<file path="config.mk">
export PLATFORM = sky130hd
export DESIGN_NAME = operand_entry_fsm
export DESIGN_NICKNAME = d
export VERILOG_FILES = /design/src/rtl/keypad_pkg.sv /design/src/rtl/hex_entry_reg.sv /design/src/rtl/operand_entry_fsm.sv
export SDC_FILE = /design/constraint.sdc
export NUM_CORES = 1
export LEC_CHECK = 0
export ABC_AREA = 1
export CAP_MARGIN = 20
export CORE_MARGIN = 2
export CORE_UTILIZATION = 53
export DETAILED_ROUTE_END_ITERATION = 10
export PLACE_DENSITY = 0.85
export SYNTH_ARGS = -nofsm -noshare
export SYNTH_HDL_FRONTEND = slang
export SYNTH_HIERARCHICAL = 1
export SYNTH_SLANG_ARGS = --single-unit
export TNS_END_PERCENT = 50
</file>
<file path="constraint.sdc">
create_clock -name clk -period 2.81 [get_ports clk]
set_input_delay 0.562 -clock clk [delete_from_list [all_inputs] [get_ports clk]]
set_output_delay 0.562 -clock clk [all_outputs]
set_load 0.005 [all_outputs]
</file>
<file path="src/rtl/keypad_pkg.sv">
// Shared keypad definitions for the FPGA adder front end.
// Contents:
//   KEY_ENTER / KEY_CLEAR / KEY_ACCUM / KEY_FINISH : command key codes
//   (codes 0x00-0x0F are hex digits, codes above 0x13 are reserved)
//   entry_state_t : operand entry phases GET_A, GET_B, ACC
package keypad_pkg;

    localparam logic [4:0] KEY_ENTER  = 5'h10;
    localparam logic [4:0] KEY_CLEAR  = 5'h11;
    localparam logic [4:0] KEY_ACCUM  = 5'h12;
    localparam logic [4:0] KEY_FINISH = 5'h13;

    typedef enum logic [1:0] {
        GET_A = 2'd0,
        GET_B = 2'd1,
        ACC   = 2'd2
    } entry_state_t;

endpackage

</file>
<file path="src/rtl/hex_entry_reg.sv">
// Digit shift register with saturating digit count for keypad entry.
// Ports:
//   clk, rst : clock, asynchronous active-high reset
//   shift    : append digit as the new least-significant nibble (ignored when full)
//   clear    : empty the register (wins over shift)
//   digit    : hex digit to append
//   value    : digits typed so far, right-justified
//   count    : number of digits held, 0..DIGITS
//   full     : count has reached DIGITS
module hex_entry_reg #(
    parameter int DIGITS = 3,
    localparam int W     = 4 * DIGITS,
    localparam int CW    = $clog2(DIGITS + 1)
) (
    input  logic          clk,
    input  logic          rst,
    input  logic          shift,
    input  logic          clear,
    input  logic [3:0]    digit,
    output logic [W-1:0]  value,
    output logic [CW-1:0] count,
    output logic          full
);

    logic [W-1:0]  value_r;
    logic [CW-1:0] count_r;
    logic          full_s;

    assign full_s = (count_r == CW'(DIGITS));

    // Entry register: clear has priority, a shift into a full register is dropped.
    always_ff @(posedge clk or posedge rst) begin
        if (rst) begin
            value_r <= {W{1'b0}};
            count_r <= {CW{1'b0}};
        end else if (clear) begin
            value_r <= {W{1'b0}};
            count_r <= {CW{1'b0}};
        end else if (shift && !full_s) begin
            value_r <= {value_r[W-5:0], digit};
            count_r <= count_r + CW'(1);
        end else begin
            value_r <= value_r;
            count_r <= count_r;
        end
    end

    assign value = value_r;
    assign count = count_r;
    assign full  = full_s;

endmodule

</file>
<file path="src/rtl/operand_entry_fsm.sv">
// Keypad operand entry controller feeding the arithmetic FSM of the adder.
// Ports:
//   clk, rst          : clock, asynchronous active-high reset
//   key_valid         : single-cycle strobe qualifying key_code
//   key_code          : 0x00-0x0F digit, 0x10 ENTER, 0x11 CLEAR, 0x12 ACCUM, 0x13 FINISH
//   num1_hex          : latched first operand
//   num2_hex          : latched second / accumulate operand
//   new_input         : one-cycle pulse, operands ready
//   finish_input      : one-cycle pulse, sequence ended
//   accumulate_enable : high while in the ACC phase
//   entry_value       : digits typed so far, right-justified
//   entry_count       : number of digits typed
//   key_reject        : one-cycle pulse, key ignored
module operand_entry_fsm
    import keypad_pkg::*;
#(
    parameter int DIGITS = 3,
    localparam int W     = 4 * DIGITS,
    localparam int CW    = $clog2(DIGITS + 1)
) (
    input  logic          clk,
    input  logic          rst,
    input  logic          key_valid,
    input  logic [4:0]    key_code,
    output logic [W-1:0]  num1_hex,
    output logic [W-1:0]  num2_hex,
    output logic          new_input,
    output logic          finish_input,
    output logic          accumulate_enable,
    output logic [W-1:0]  entry_value,
    output logic [CW-1:0] entry_count,
    output logic          key_reject
);

    entry_state_t  state_r, next_state_s;
    logic [W-1:0]  num1_r, num2_r;
    logic          new_r, fin_r, acc_r, rej_r;

    logic          shift_s, clear_s, latch1_s, latch2_s, new_s, fin_s, rej_s;
    logic [W-1:0]  entry_value_s;
    logic [CW-1:0] entry_count_s;
    logic          full_s, has_entry_s;

    hex_entry_reg #(.DIGITS(DIGITS)) u_entry (
        .clk   (clk),
        .rst   (rst),
        .shift (shift_s),
        .clear (clear_s),
        .digit (key_code[3:0]),
        .value (entry_value_s),
        .count (entry_count_s),
        .full  (full_s)
    );

    assign has_entry_s = (entry_count_s != {CW{1'b0}});

    // Key decode: turns one strobed key into entry-register and FSM actions.
    always_comb begin
        next_state_s = state_r;
        shift_s      = 1'b0;
        clear_s      = 1'b0;
        latch1_s     = 1'b0;
        latch2_s     = 1'b0;
        new_s        = 1'b0;
        fin_s        = 1'b0;
        rej_s        = 1'b0;
        if (!key_valid) begin
            next_state_s = state_r;
        end else if (key_code[4] == 1'b0) begin
            // Hex digit: a fourth digit is refused rather than scrolling the entry.
            if (full_s) begin
                rej_s = 1'b1;
            end else begin
                shift_s = 1'b1;
            end
        end else begin
            case (key_code)
                KEY_CLEAR: begin
                    clear_s = 1'b1;
                end
                KEY_ENTER: begin
                    if (!has_entry_s) begin
                        rej_s = 1'b1;
                    end else begin
                        case (state_r)
                            GET_A: begin
                                latch1_s     = 1'b1;
                                clear_s      = 1'b1;
                                next_state_s = GET_B;
                            end
                            GET_B: begin
                                latch2_s     = 1'b1;
                                new_s        = 1'b1;
                                clear_s      = 1'b1;
                                next_state_s = ACC;
                            end
                            default: begin
                                rej_s = 1'b1;
                            end
                        endcase
                    end
                end
                KEY_ACCUM: begin
                    if ((state_r == ACC) && has_entry_s) begin
                        latch2_s = 1'b1;
                        new_s    = 1'b1;
                        clear_s  = 1'b1;
                    end else begin
                        rej_s = 1'b1;
                    end
                end
                KEY_FINISH: begin
                    fin_s        = 1'b1;
                    clear_s      = 1'b1;
                    next_state_s = GET_A;
                end
                default: begin
                    rej_s = 1'b1;
                end
            endcase
        end
    end

    // FSM state and registered controls; pulses are rewritten every cycle so they last one cycle.
    always_ff @(posedge clk or posedge rst) begin
        if (rst) begin
            state_r <= GET_A;
            num1_r  <= {W{1'b0}};
            num2_r  <= {W{1'b0}};
            new_r   <= 1'b0;
            fin_r   <= 1'b0;
            acc_r   <= 1'b0;
            rej_r   <= 1'b0;
        end else begin
            state_r <= next_state_s;
            num1_r  <= latch1_s ? entry_value_s : num1_r;
            num2_r  <= latch2_s ? entry_value_s : num2_r;
            new_r   <= new_s;
            fin_r   <= fin_s;
            // Follows the next state so it rises together with the GET_B->ACC new_input pulse.
            acc_r   <= (next_state_s == ACC);
            rej_r   <= rej_s;
        end
    end

    assign num1_hex          = num1_r;
    assign num2_hex          = num2_r;
    assign new_input         = new_r;
    assign finish_input      = fin_r;
    assign accumulate_enable = acc_r;
    assign key_reject        = rej_r;
    assign entry_value       = entry_value_s;
    assign entry_count       = entry_count_s;

endmodule

</file>
# After elaboration in Yosys (flattened, before gate mapping)
# Cells that the tools add are included.
# classes
n_addsub	1
n_eq_ne	8
mux	38
reduce_logical	8
# ops
operator	count
$mux W1	26
$mux W12	2
$eq A5 B5 Y1 const B	4
$mux W2	5
$pmux W2 S2	2
$eq A2 B2 Y1 const B	3
$pmux W1 S3	2
$reduce_bool A2 Y1	2
$reduce_or A2 Y1	2
$add A2 B1 Y2 const B	1
$eq A2 B1 Y1 const B	1
$logic_and A1 B1 Y1	2
$logic_not A2 Y1	1
$pmux W1 S2	1
$logic_not A1 Y1	1
# word_totals
reg_bits	44
out_inout_bits	42
elab_cells	64

# Longest topological paths before layout
# depth
word_depth	8
ltp_mapped	13
ltp_nobuf	11

# Hierarchy
# Netlist, hierarchy kept.
# by_module_without_submodules
module	n_inst	cells_each	area_per_inst_um2
operand_entry_fsm	1	165	1425.1
hex_entry_reg	1	83	648.1

# Worst setup path after synthesis
# OpenSTA, ideal clock, no wires.
# synth_timing
path_kind	register to register
from	reg u_entry.count_r[0], in the netlist u_entry/count[0]
to	reg u_entry.value_r[3], in the netlist u_entry/value[3]
setup_time_ns	0.123
t_arrival_ns	1.595
required_time_ns	2.687
slack_ns	1.091
path_stages_with_launch	8
path_buffers	1
cell_sequence	dfrtp_1 -> ha_1 -> or2_2 -> nor2_1 -> nand2_2 -> buf_4 -> nand2_1 -> o21ai_1
# synth_rtl
element	line_no	rtl
start: declaration	hex_entry_reg.sv:26	logic [CW-1:0] count_r;
start signal: assignment	hex_entry_reg.sv:35	count_r <= {CW{1'b0}};
start signal: assignment	hex_entry_reg.sv:38	count_r <= {CW{1'b0}};
start signal: assignment	hex_entry_reg.sv:41	count_r <= count_r + CW'(1);
$eq A2 B2 Y1	hex_entry_reg.sv:29	assign full_s = (count_r == CW'(DIGITS));
via full_s	operand_entry_fsm.sv:42	logic full_s, has_entry_s;
$mux W1	operand_entry_fsm.sv:71	if (full_s) begin
$mux W1	operand_entry_fsm.sv:69	end else if (key_code[4] == 1'b0) begin
$mux W1	operand_entry_fsm.sv:67	if (!key_valid) begin
via shift_s	operand_entry_fsm.sv:39	logic shift_s, clear_s, latch1_s, latch2_s, new_s, fin_s, rej_s;
$logic_and A1 B1 Y1	hex_entry_reg.sv:39	end else if (shift && !full_s) begin
$reduce_bool A2 Y1 (no source line)	-	
end signal: assignment	hex_entry_reg.sv:37	value_r <= {W{1'b0}};
end signal: assignment	hex_entry_reg.sv:40	value_r <= {value_r[W-5:0], digit};
end signal: assignment	hex_entry_reg.sv:43	value_r <= value_r;
end: declaration	hex_entry_reg.sv:25	logic [W-1:0] value_r;
# The timed path passes the listed nets, and every way through them passes these cells.
# A chain may end at the register's enable or synchronous reset.

# Worst setup path after layout
# layout_timing
from	in key_code[3]
to	reg u_entry.value_r[2], in the netlist u_entry/value[2]
# layout_between
elab_chain_len	6
# layout_rtl
element	line_no	rtl
start: declaration	operand_entry_fsm.sv:24	input logic [4:0] key_code,
$eq A5 B5 Y1	operand_entry_fsm.sv:77	case (key_code)
$reduce_or A2 Y1 (no source line)	-	
$pmux W1 S3 *	operand_entry_fsm.sv:77	
$mux W1 *	operand_entry_fsm.sv:69	
$mux W1 *	operand_entry_fsm.sv:67	
via clear_s	operand_entry_fsm.sv:39	
$mux W12 / $reduce_bool A2 Y1 (equally long branches)	-	
end signal: assignment	hex_entry_reg.sv:34	value_r <= {W{1'b0}};
end signal: assignment	hex_entry_reg.sv:37	
end signal: assignment	hex_entry_reg.sv:40	
# Mark *: on every way through the listed nets, which the timed path passes. The rest lies on a longest branch.

==> impl_metrics.tcl <==
set metrics [dict create \
    start_kind "input port" \
    final.setup_skew_ns 0.003889 \
    worst_ep_arrival_time_ns 2.30 \
    cts_buffers 5 \
    drv_slew 0 \
    io_pins 50 \
    nFillCells 307 \
    synth-edff-count 0 \
    hold_viol 0 \
    p_leak_uw 0.001378 \
    synth_top_area_frac 0.5311 \
    cts-hold-fix-buffers 0 \
    gp_congestion 0.8984 \
    drt-total-wl_mm 4.025 \
    cts_root_buf "clkbuf_8" \
    final_layout_size_suffix_gt1_frac 0.08725 \
    ys_seq_area_frac 0.5311 \
    synth_common_cells "nand2_1, dfrtp_1, inv_1" \
    grt_pass1_vias 1601 \
    worst_pin_slew_ns 0.5816 \
    syn_avg_cell_area_sq_um 8.360 \
    first_iter_violations 97 \
    synth_top_area_cell "dfrtp_1" \
    ant_nets 0 \
    period_needed_ns 2.129 \
    multi_input_area_sq_um 759.5 \
    fmax_ghz 0.4698 \
    critical_path_class "input port to flip-flop" \
    crit_path_end_kind "flip-flop" \
    preCtsSetupSlack_ns 0.3984 \
    yosys_warnings 6 \
    powerDensity_nw_per_um2 869.8 \
    netlist_area_sq_um 2073 \
    post_cts_resized 0 \
    cts_buffer_depth 2 \
    syn_to_final_growth_pct 29.09 \
    rsz0062_at_grt "no" \
    ys_ff_latch 44 \
    dieWidth_um 66.55 \
    initial_core_util 0.5579 \
    diodes 0 \
    clock_sinks 44 \
    cts_setup_buffers 0 \
    drc 0 \
    finalSetupTns_ns 0 \
    status "finished clean" \
    seqCellArea_sq_um 1101 \
    async_flop_share 1.000 \
    hold_path.class "flip-flop to flip-flop" \
    core_sq_um 3716 \
    cts_tree "yes" \
    gr-total-overflow 0 \
    die_y_um 66.55 \
    drtPass1Iterations 4 \
    dpl.hpwl_mm 2.994 \
    layout.nets 310 \
    syn_inst 248 \
    finalCritPeriodShare 0.7575 \
    cts_max_level 2 \
    vias 1670 \
    synth_cell_type_count 23 \
    slew_headroom 0.6109 \
    rows 22 \
    die-area_sq_um 4428 \
    grt_pass1_wl_mm 7.003 \
    grt.total_usage 0.2091 \
    setup_violations 0 \
    viasPerCell 4.827 \
    vdd_ir_drop_max_mv 0.5168 \
    max_cap_violations 0 \
    cp_max_fo 12 \
    yosysMostFrequentCell "nand2_1" \
    clkLatencyLatePin_ns 0.30 \
    synth_top_flop_cell "dfrtp_1" \
    path_clk_slew_ns 0.08 \
    required_ns 2.98 \
    ys_top_cells_by_area "dfrtp_1, nand2_1, inv_1" \
    setup_ws_ns 0.6813 \
    portBuffers 49 \
    syn-num-nets 261 \
    avgRoutedWirePerCell_um 11.63 \
    grt_max_degree 31 \
    antenna_found_initial 0 \
]
==> logic make-up after synthesis <==
| group | Yosys count | share of synthesized area |
|---|---|---|
| AND/OR/NAND/NOR | 130 | 0.2782 |
| adder cells (fa/ha/maj) | 5 | 0.03018 |
| buffers and inverters | 47 | 0.1026 |
| flip-flops | 44 | 0.5311 |
| AO/OA/AOI/OAI | 22 | 0.05794 |
==> worst max-delay path: stages <==
cell and delay (ns):
clkdlybuf4s50_1 0.46, nor2_4 0.16, nand2_1 0.08, nor2_1 0.10, nand2_1 0.06, nor2_1 0.45
inv_2 0.22, nand2_1 0.13, o21ai_1 0.06
==> per-layer routing <==
layer  global-route usage  wire length (um)  vias up
li1                     -                 -      850
met1               0.2692              1916      773
met2               0.3400              1861       40
met3              0.04730               173        7
met4              0.08673                72        0
met5                    0                 0        -
==> report_power, final <==
part	internal (uW)	total [uW]	switching, uW
combinational	471	861	391
sequential	824	996	172
clock	264	470	206
==> stage by stage <==
step                      instances  instance area (sq um)  total power, uW  hold WS [ns]  utilization
after detailed placement        338                   2569             1874        0.4594       0.6912
final                           346                   2676             2328        0.4764       0.7202
after global routing            346                   2676             2516        0.5078       0.7202
after global placement          338                   2569             1848        0.4551       0.6912
after CTS                       346                   2676             2348        0.4790       0.7202
after floorplan                 248                   2073             1399        0.4512            -
==> final cells by class <==
cell class	count	area share
clock buffers	6	0.02712
well taps	48	0.02244
flip-flops and latches	44	0.4114
multi-input cells	157	0.2838
clock inverters	2	0.01309
inverters	38	0.05330
repair buffers	51	0.1889
==> cell usage in the layout (no fill, tap or decap), types with 2 or more instances in the layout <==
cell	Yosys	layout
nor2_1	21	21
clkbuf_8	0	5
ha_1	5	5
clkdlybuf4s50_1	0	49
a21oi_1	2	2
buf_4	3	2
nand2_2	2	2
o21ai_0	3	3
nand2_4	2	2
inv_1	34	34
inv_2	4	4
o21ai_2	2	2
nand2_1	76	76
nand3_1	22	22
nor2_2	3	3
o21ai_1	14	14
dfrtp_1	44	44
==> sequential cells by signal, indices dropped and copies added (netlist names) <==
| register | count |
|---|---|
| num1_hex | 12 |
| num2_hex | 12 |
| u_entry/value | 12 |
| state_r | 2 |
| u_entry/count | 2 |
| accumulate_enable | 1 |
| finish_input | 1 |
| key_reject | 1 |
| new_input | 1 |
==> path summary, 6_finish.rpt <==
kind                                    startpoint                           end  slack [ns]  cells after the start
setup / recovery                       key_code[3]  u_entry/value[2]$_DFFE_PP0P_        0.68                      9
hold / removal             num2_hex[5]$_DFFE_PP0P_       num2_hex[5]$_DFFE_PP0P_        0.48                      2
setup reg to reg              state_r[0]$_DFF_PP0_  u_entry/value[2]$_DFFE_PP0P_        0.75                     11
hold reg to reg            num2_hex[5]$_DFFE_PP0P_       num2_hex[5]$_DFFE_PP0P_        0.48                      2
max in group asynchronous                      rst  u_entry/value[4]$_DFFE_PP0P_        1.85                      2
min in group asynchronous                      rst  u_entry/value[5]$_DFFE_PP0P_        0.62                      2
Note: power is estimated with default switching activity, not from simulation.
